==> config.mk <==
export PLATFORM = sky130hd
export DESIGN_NAME = frame_addr_sequencer
export DESIGN_NICKNAME = d
export VERILOG_FILES = /design/src/rtl/frame_addr_pkg.sv /design/src/rtl/frame_addr_sequencer_addr_wrap_counter.sv /design/src/rtl/frame_addr_sequencer.sv
export SDC_FILE = /design/constraint.sdc
export NUM_CORES = 1
export LEC_CHECK = 0
export ABC_AREA = 0
export CAP_MARGIN = 0
export CORE_MARGIN = 2
export CORE_UTILIZATION = 57
export CTS_CLUSTER_DIAMETER = 150
export DETAILED_ROUTE_END_ITERATION = 16
export GPL_TIMING_DRIVEN = 0
export PLACE_DENSITY_LB_ADDON = 0.05
export SYNTH_ARGS = -nofsm -noshare
export SYNTH_HDL_FRONTEND = slang
export SYNTH_SLANG_ARGS = --single-unit
==> constraint.sdc <==
create_clock -name clock -period 9.7 [get_ports clock]
set_input_delay 1.455 -clock clock [delete_from_list [all_inputs] [get_ports clock]]
set_output_delay 1.455 -clock clock [all_outputs]
set_load 0.005 [all_outputs]
==> src/rtl/frame_addr_pkg.sv <==
// Shared types for the frame address sequencer and its serializer clients.
package frame_addr_pkg;

  typedef enum logic {
    MODE_WRAP     = 1'b0,
    MODE_ONE_SHOT = 1'b1
  } seq_mode_e;

  // Sticky status flags, grouped so serializers can pass them around as one field.
  typedef struct packed {
    logic frame_done;
    logic overrun;
    logic underrun;
  } seq_flags_t;

endpackage

==> src/rtl/frame_addr_sequencer_addr_wrap_counter.sv <==
// Modulo-DEPTH address counter with a registered wrap pulse.
module addr_wrap_counter #(
  parameter int unsigned ADDR_W = 16,
  parameter int unsigned DEPTH  = 62500
) (
  input  logic              clock,
  input  logic              reset,
  input  logic              inc,
  output logic [ADDR_W-1:0] addr,
  output logic              wrap
);

  localparam logic [ADDR_W-1:0] LAST = ADDR_W'(DEPTH - 1);

  logic [ADDR_W-1:0] addr_q, addr_d;
  logic              wrap_q, wrap_d;

  // Next address: step by one, folding DEPTH-1 back to 0 with a wrap pulse.
  always_comb begin
    addr_d = addr_q;
    wrap_d = 1'b0;
    if (inc) begin
      if (addr_q == LAST) begin
        addr_d = '0;
        wrap_d = 1'b1;
      end else begin
        addr_d = addr_q + 1'b1;
      end
    end
  end

  // Pointer and pulse registers.
  always_ff @(posedge clock) begin
    if (reset) begin
      addr_q <= '0;
      wrap_q <= 1'b0;
    end else begin
      addr_q <= addr_d;
      wrap_q <= wrap_d;
    end
  end

  assign addr = addr_q;
  assign wrap = wrap_q;

endmodule

==> src/rtl/frame_addr_sequencer.sv <==
// Frame-buffer write/read address generator with occupancy and over/underrun tracking.
module frame_addr_sequencer
  import frame_addr_pkg::*;
#(
  parameter  int unsigned ADDR_W = 16,
  parameter  int unsigned DEPTH  = 62500,
  localparam int unsigned LVL_W  = $clog2(DEPTH + 1)
) (
  input  logic              clock,
  input  logic              reset,
  input  logic              clear,
  input  logic              mode,
  input  logic              wr_done,
  input  logic              rd_done,
  output logic [ADDR_W-1:0] wr_addr,
  output logic [ADDR_W-1:0] rd_addr,
  output logic [LVL_W-1:0]  level,
  output logic              empty,
  output logic              full,
  output logic              wr_wrap,
  output logic              rd_wrap,
  output logic              frame_done,
  output logic              overrun,
  output logic              underrun
);

  localparam logic [LVL_W-1:0]  LVL_MAX = LVL_W'(DEPTH);
  localparam logic [ADDR_W-1:0] LAST    = ADDR_W'(DEPTH - 1);

  logic             restart;
  logic             wr_acc, rd_acc;
  seq_mode_e        mode_e;
  logic [LVL_W-1:0] level_q, level_d;
  logic             empty_q, empty_d;
  logic             full_q, full_d;
  seq_flags_t       flags_q, flags_d;

  assign restart = reset | clear;

  // Accept logic, level update and sticky flags.
  always_comb begin
    mode_e  = seq_mode_e'(mode);
    // A full buffer still takes a write when the same cycle frees a slot.
    wr_acc  = wr_done & ~(full_q & ~rd_done) & ~flags_q.frame_done;
    // Reads see the pre-update level, so no write-through on an empty buffer.
    rd_acc  = rd_done & ~empty_q;
    level_d = level_q;
    flags_d = flags_q;
    case ({wr_acc, rd_acc})
      2'b10:   level_d = level_q + 1'b1;
      2'b01:   level_d = level_q - 1'b1;
      default: level_d = level_q;
    endcase
    empty_d = (level_d == '0);
    full_d  = (level_d == LVL_MAX);
    if (wr_done && !wr_acc && !flags_q.frame_done) flags_d.overrun = 1'b1;
    if (rd_done && !rd_acc) flags_d.underrun = 1'b1;
    if (mode_e == MODE_ONE_SHOT) begin
      if (wr_acc && wr_addr == LAST) flags_d.frame_done = 1'b1;
    end else begin
      flags_d.frame_done = 1'b0;
    end
  end

  // Occupancy and flag registers; reset and clear share one restart path.
  always_ff @(posedge clock) begin
    if (restart) begin
      level_q <= '0;
      empty_q <= 1'b1;
      full_q  <= 1'b0;
      flags_q <= '0;
    end else begin
      level_q <= level_d;
      empty_q <= empty_d;
      full_q  <= full_d;
      flags_q <= flags_d;
    end
  end

  addr_wrap_counter #(
    .ADDR_W (ADDR_W),
    .DEPTH  (DEPTH)
  ) u_wr_ptr (
    .clock (clock),
    .reset (restart),
    .inc   (wr_acc),
    .addr  (wr_addr),
    .wrap  (wr_wrap)
  );

  addr_wrap_counter #(
    .ADDR_W (ADDR_W),
    .DEPTH  (DEPTH)
  ) u_rd_ptr (
    .clock (clock),
    .reset (restart),
    .inc   (rd_acc),
    .addr  (rd_addr),
    .wrap  (rd_wrap)
  );

  assign level      = level_q;
  assign empty      = empty_q;
  assign full       = full_q;
  assign frame_done = flags_q.frame_done;
  assign overrun    = flags_q.overrun;
  assign underrun   = flags_q.underrun;

endmodule

==> summary.md <==
| Metric | Value |
|---|---|
| Logic pwr share | `12.2%` |
| Clk slew on worst S/H paths | `0.09 ns` |
| Fin crit period | `~5.8 ns` |
| Fraction of layout cells with a size suffix above 1 | `9.434%` |
| Setup bufs post-CTS | `0` |
| Vias per inst | `5.903` |
| IO Port Bufs | `60` |
| CP cell instances | `clkdlybuf4s50_1 > nor2b_1 > clkbuf_1 > ha_1 > buf_6 > buf_8 > buf_2 > xor2_1 > ha_1 > and4_1 > a31o_1 > a211o_1 > a2111oi_2 > xnor2_1 > o211a_1 > nand4_1 > o31ai_1` |
| Worst slew margin | `61.63%` |
| Reg2Reg Depth | `17` |
| Placed cells | `between 500 and 600` |
| Die H | `around 81 um` |
| Sequential share of power | `between 50% and 60%` |
| Final WS setup | `3.851 ns` |
| Leak | `1.417 nW` |
| Syn nets | `~420` |
| Synth async-reset ratio | `0%` |
| Critical path's most frequent cell | `ha_1` |
| Hold Path Depth | `2` |
| Final non-filler cell total | `549` |
| Synth Flop Type | `dfxtp_1` |
| Final Max Tran Viols | `0` |
| Drt drc | `0` |
| Initial Utilization | `between 50% and 60%` |
| Outcome | `completed` |
| Detailed placement HPWL | `~6.4 mm` |
| WL final | `approximately 8.7 mm` |
| Number of global-route vias before repair | `between 2000 and 3000` |
| Post-Syn Area | `approximately 0.0034 mm^2` |
| R2R Setup Slk | `around 5.2 ns` |
| HP Start | `overrun` |
| Sequential element share of the synthesized area | `32.79%` |
| Antenna Violating Nets Remaining | `0` |
| Layout Area Growth over Synthesis | `23.17%` |
| Critical path endpoint category | `register` |
| Total GRT Usage | `between 20% and 30%` |
| CP max-delay cell | `clkdlybuf4s50_1` |
| Initial antenna violation count | `0` |
| Mapped Cells | `slightly above 400` |
| Netlist cell types | `73` |
| Hold-fix buffers, CTS | `0` |
| Hold WC Path Type | `register to register` |
| Grt ovf | `0` |
| VDD IR max | `slightly above 0.09 mV` |
| Routability cong. | `0.9076` |
| Worst skew pair latency | `roughly 0.3 ns` |
| Tcrit/Tclk final | `60.30%` |
| Routed WL per cell | `about 16 um` |
| Pin count of the biggest net entering global routing | `16` |
| Clock sink count | `55` |
| Fmax | `approximately 170 MHz` |
| Buffers and inverters on the worst path | `5` |
| Switching pwr | `just over 100 uW` |
| Cell family with most CP delay | `compound AO/OA/AOI/OAI gates` |
| Final #Nets | `about 490` |
| Worst Path Max Fanout | `10` |
| Critical Path RT | `slightly below 10 ns` |
| Drt first pass iters | `4` |
| Total core area | `roughly 0.0056 mm^2` |
| Pre-CTS setup slack | `approximately 3.7 ns` |
| Post_cts resized | `0` |
| Seq cells post-synth | `55` |
| Worst hold path endpoint | `overrun` |
| 1st-iter DRT viols | `approximately 170` |
| Die W | `80.76 um` |
| CP Class | `input pin to register` |
| Max-cap violation count | `0` |
| Arr. time, crit path | `~6.1 ns` |
| Diode count | `0` |
| Clock Skew | `0.004982 ns` |
| Root Buffer | `clkbuf_8` |
| YS warnings | `0` |
| RSZ-0062 raised after global routing | `false` |
| Crit-path max cell delay | `0.50 ns` |
| Die area | `between 0.006 and 0.007 mm^2` |
| Worst-Margin Slew | `0.5755 ns` |
| Site Rows | `27` |
| H-tree lvl count | `2` |
| Vias | `3241` |
| First-pass GRT wire length | `between 10 and 15 mm` |
| Worst setup SP type | `input pin` |
| CP startpoint | `rd_done` |
| TritonCTS clock tree | `yes` |
| Synth Area per Inst | `slightly above 8 um^2` |
| EDFF count, synth | `0` |
| Clock Path Buffers | `2` |
| Final Hold Vio Count | `0` |
| CTS Buf Count | `5` |
| Int Power | `304.6 uW` |
| Switch share | `25.15%` |
| Power per cell area | `roughly 98 mW/mm^2` |
| Setup Viol. Count Final | `0` |
| Clock power share | `31.2%` |
| R2r startpoint | `full` |
| Setup TNS | `0 ns` |
| R2R Path End | `empty` |
| # IOs | `61` |
layout make-up:
type | count | area, um^2
clock inverter | 1 | 5.005
timing repair buffer | 60 | 600.6
multi-input combinational | 319 | 2071
clock buffer | 6 | 82.58
sequential | 55 | 1101
fill | 448 | 1471
inverter | 8 | 30.03
buffer | 28 | 156.4
tap | 72 | 90.09
placed cells by master, fill, tap and decap left out, types with 4 or more instances in the layout:
cell,Yosys,final
nor2_1,69,69
clkdlybuf4s50_1,0,60
dfxtp_1,55,55
nand2_1,32,32
xor2_1,23,23
xnor2_1,22,22
a21oi_1,18,18
nand3_1,13,13
nor3_1,12,12
buf_2,11,11
o21ai_0,11,11
clkbuf_1,10,10
nand4_1,10,10
inv_1,7,7
and3_1,7,7
or3_1,6,6
ha_1,6,6
clkbuf_8,0,6
nor4_1,5,5
mux2i_1,5,5
and2_1,5,5
nor4b_1,4,4
a31oi_1,4,4
nand2b_1,4,4
metrics by stage:
step	total power, mW	util [%]	hold WS, ns	area [um^2]
2_1_floorplan	0.2679	-	0.4604	3358
3_3_place_gp	0.2829	72.20	0.4501	4049
3_5_place_dp	0.2838	72.20	0.4931	4049
4_1_cts	0.4097	73.76	0.5094	4136
5_1_grt	0.4217	73.76	0.5479	4136
6_report	0.4069	73.76	0.4982	4136
worst max-delay path by stage:
stage | slack [ns] | to | cells past startpoint
floorplan | 4.80 | empty | 17
global placement | 3.67 | empty | 17
detailed placement | 3.67 | empty | 18
CTS | 3.93 | empty | 17
global route | 3.71 | empty | 17
finish | 3.85 | empty | 17
state kept, by name, summed over array words and instances (netlist names):
| signal | count |
|---|---|
| full | 1 |
| empty | 1 |
| u_wr_ptr.addr | 16 |
| u_wr_ptr.wrap | 1 |
| overrun | 1 |
| level | 16 |
| underrun | 1 |
| u_rd_ptr.addr | 16 |
| u_rd_ptr.wrap | 1 |
| frame_done | 1 |
layer usage:
metal	global-route usage (%)	vias to the layer above	routed length [um]
li1	-	1580	-
met1	35.14	1509	3784
met3	4.778	12	579
met2	45.67	140	4180
met5	0	-	0
met4	9.322	0	123
cells in the mapped netlist (all sizes together) (3+ instances only):
cell	number	share of area [%]
a211oi	3	0.82
nand3	13	1.9
a31oi	4	0.75
xor2	23	6.0
nor2	69	7.7
nand2	32	3.6
nor4b	4	1.0
or2	3	0.56
buf	18	3.5
and3	7	1.3
clkbuf	10	1.1
and2	5	0.93
dfxtp	55	33
o211ai	3	0.97
nor3	13	2.3
xnor2	22	5.7
ha	6	2.2
or3	8	1.8
nand2b	4	0.75
nor4	7	1.7
nand4	10	1.9
inv	8	0.89
a21oi	19	2.9
nand3b	3	0.67
nor3b	4	1.0
o21a	3	0.67
o21ai	12	1.8
mux2i	5	1.5
power by group through the flow:
| stage | Clock (mW) | Combinational [mW] | Sequential [mW] |
|---|---|---|---|
| 4_1_cts | 0.131 | 0.0490 | 0.230 |
| 3_5_place_dp | 0 | 0.0486 | 0.235 |
| 5_1_grt | 0.137 | 0.0539 | 0.230 |
| 2_1_floorplan | 0 | 0.0329 | 0.235 |
| 6_report | 0.127 | 0.0498 | 0.230 |
| 3_3_place_gp | 0 | 0.0478 | 0.235 |
kinds of logic after synthesis:
| family | after synthesis | synth area share (%) |
|---|---|---|
| and+or+nand+nor | 192 | 29.84 |
| DFF | 55 | 32.79 |
| buffers and inverters | 36 | 5.551 |
| adders and majority gates | 6 | 2.235 |
| muxes | 6 | 1.826 |
| xor gates and xnor gates | 45 | 11.74 |
| AOI/OAI and AO/OA | 70 | 16.02 |
tightest hold or removal path, stage by stage, from the launching register on:
cell     delay [ns]
dfxtp_1        0.34
a31oi_1        0.04
nor2_1         0.08
Power figures use the tool's default switching activity.
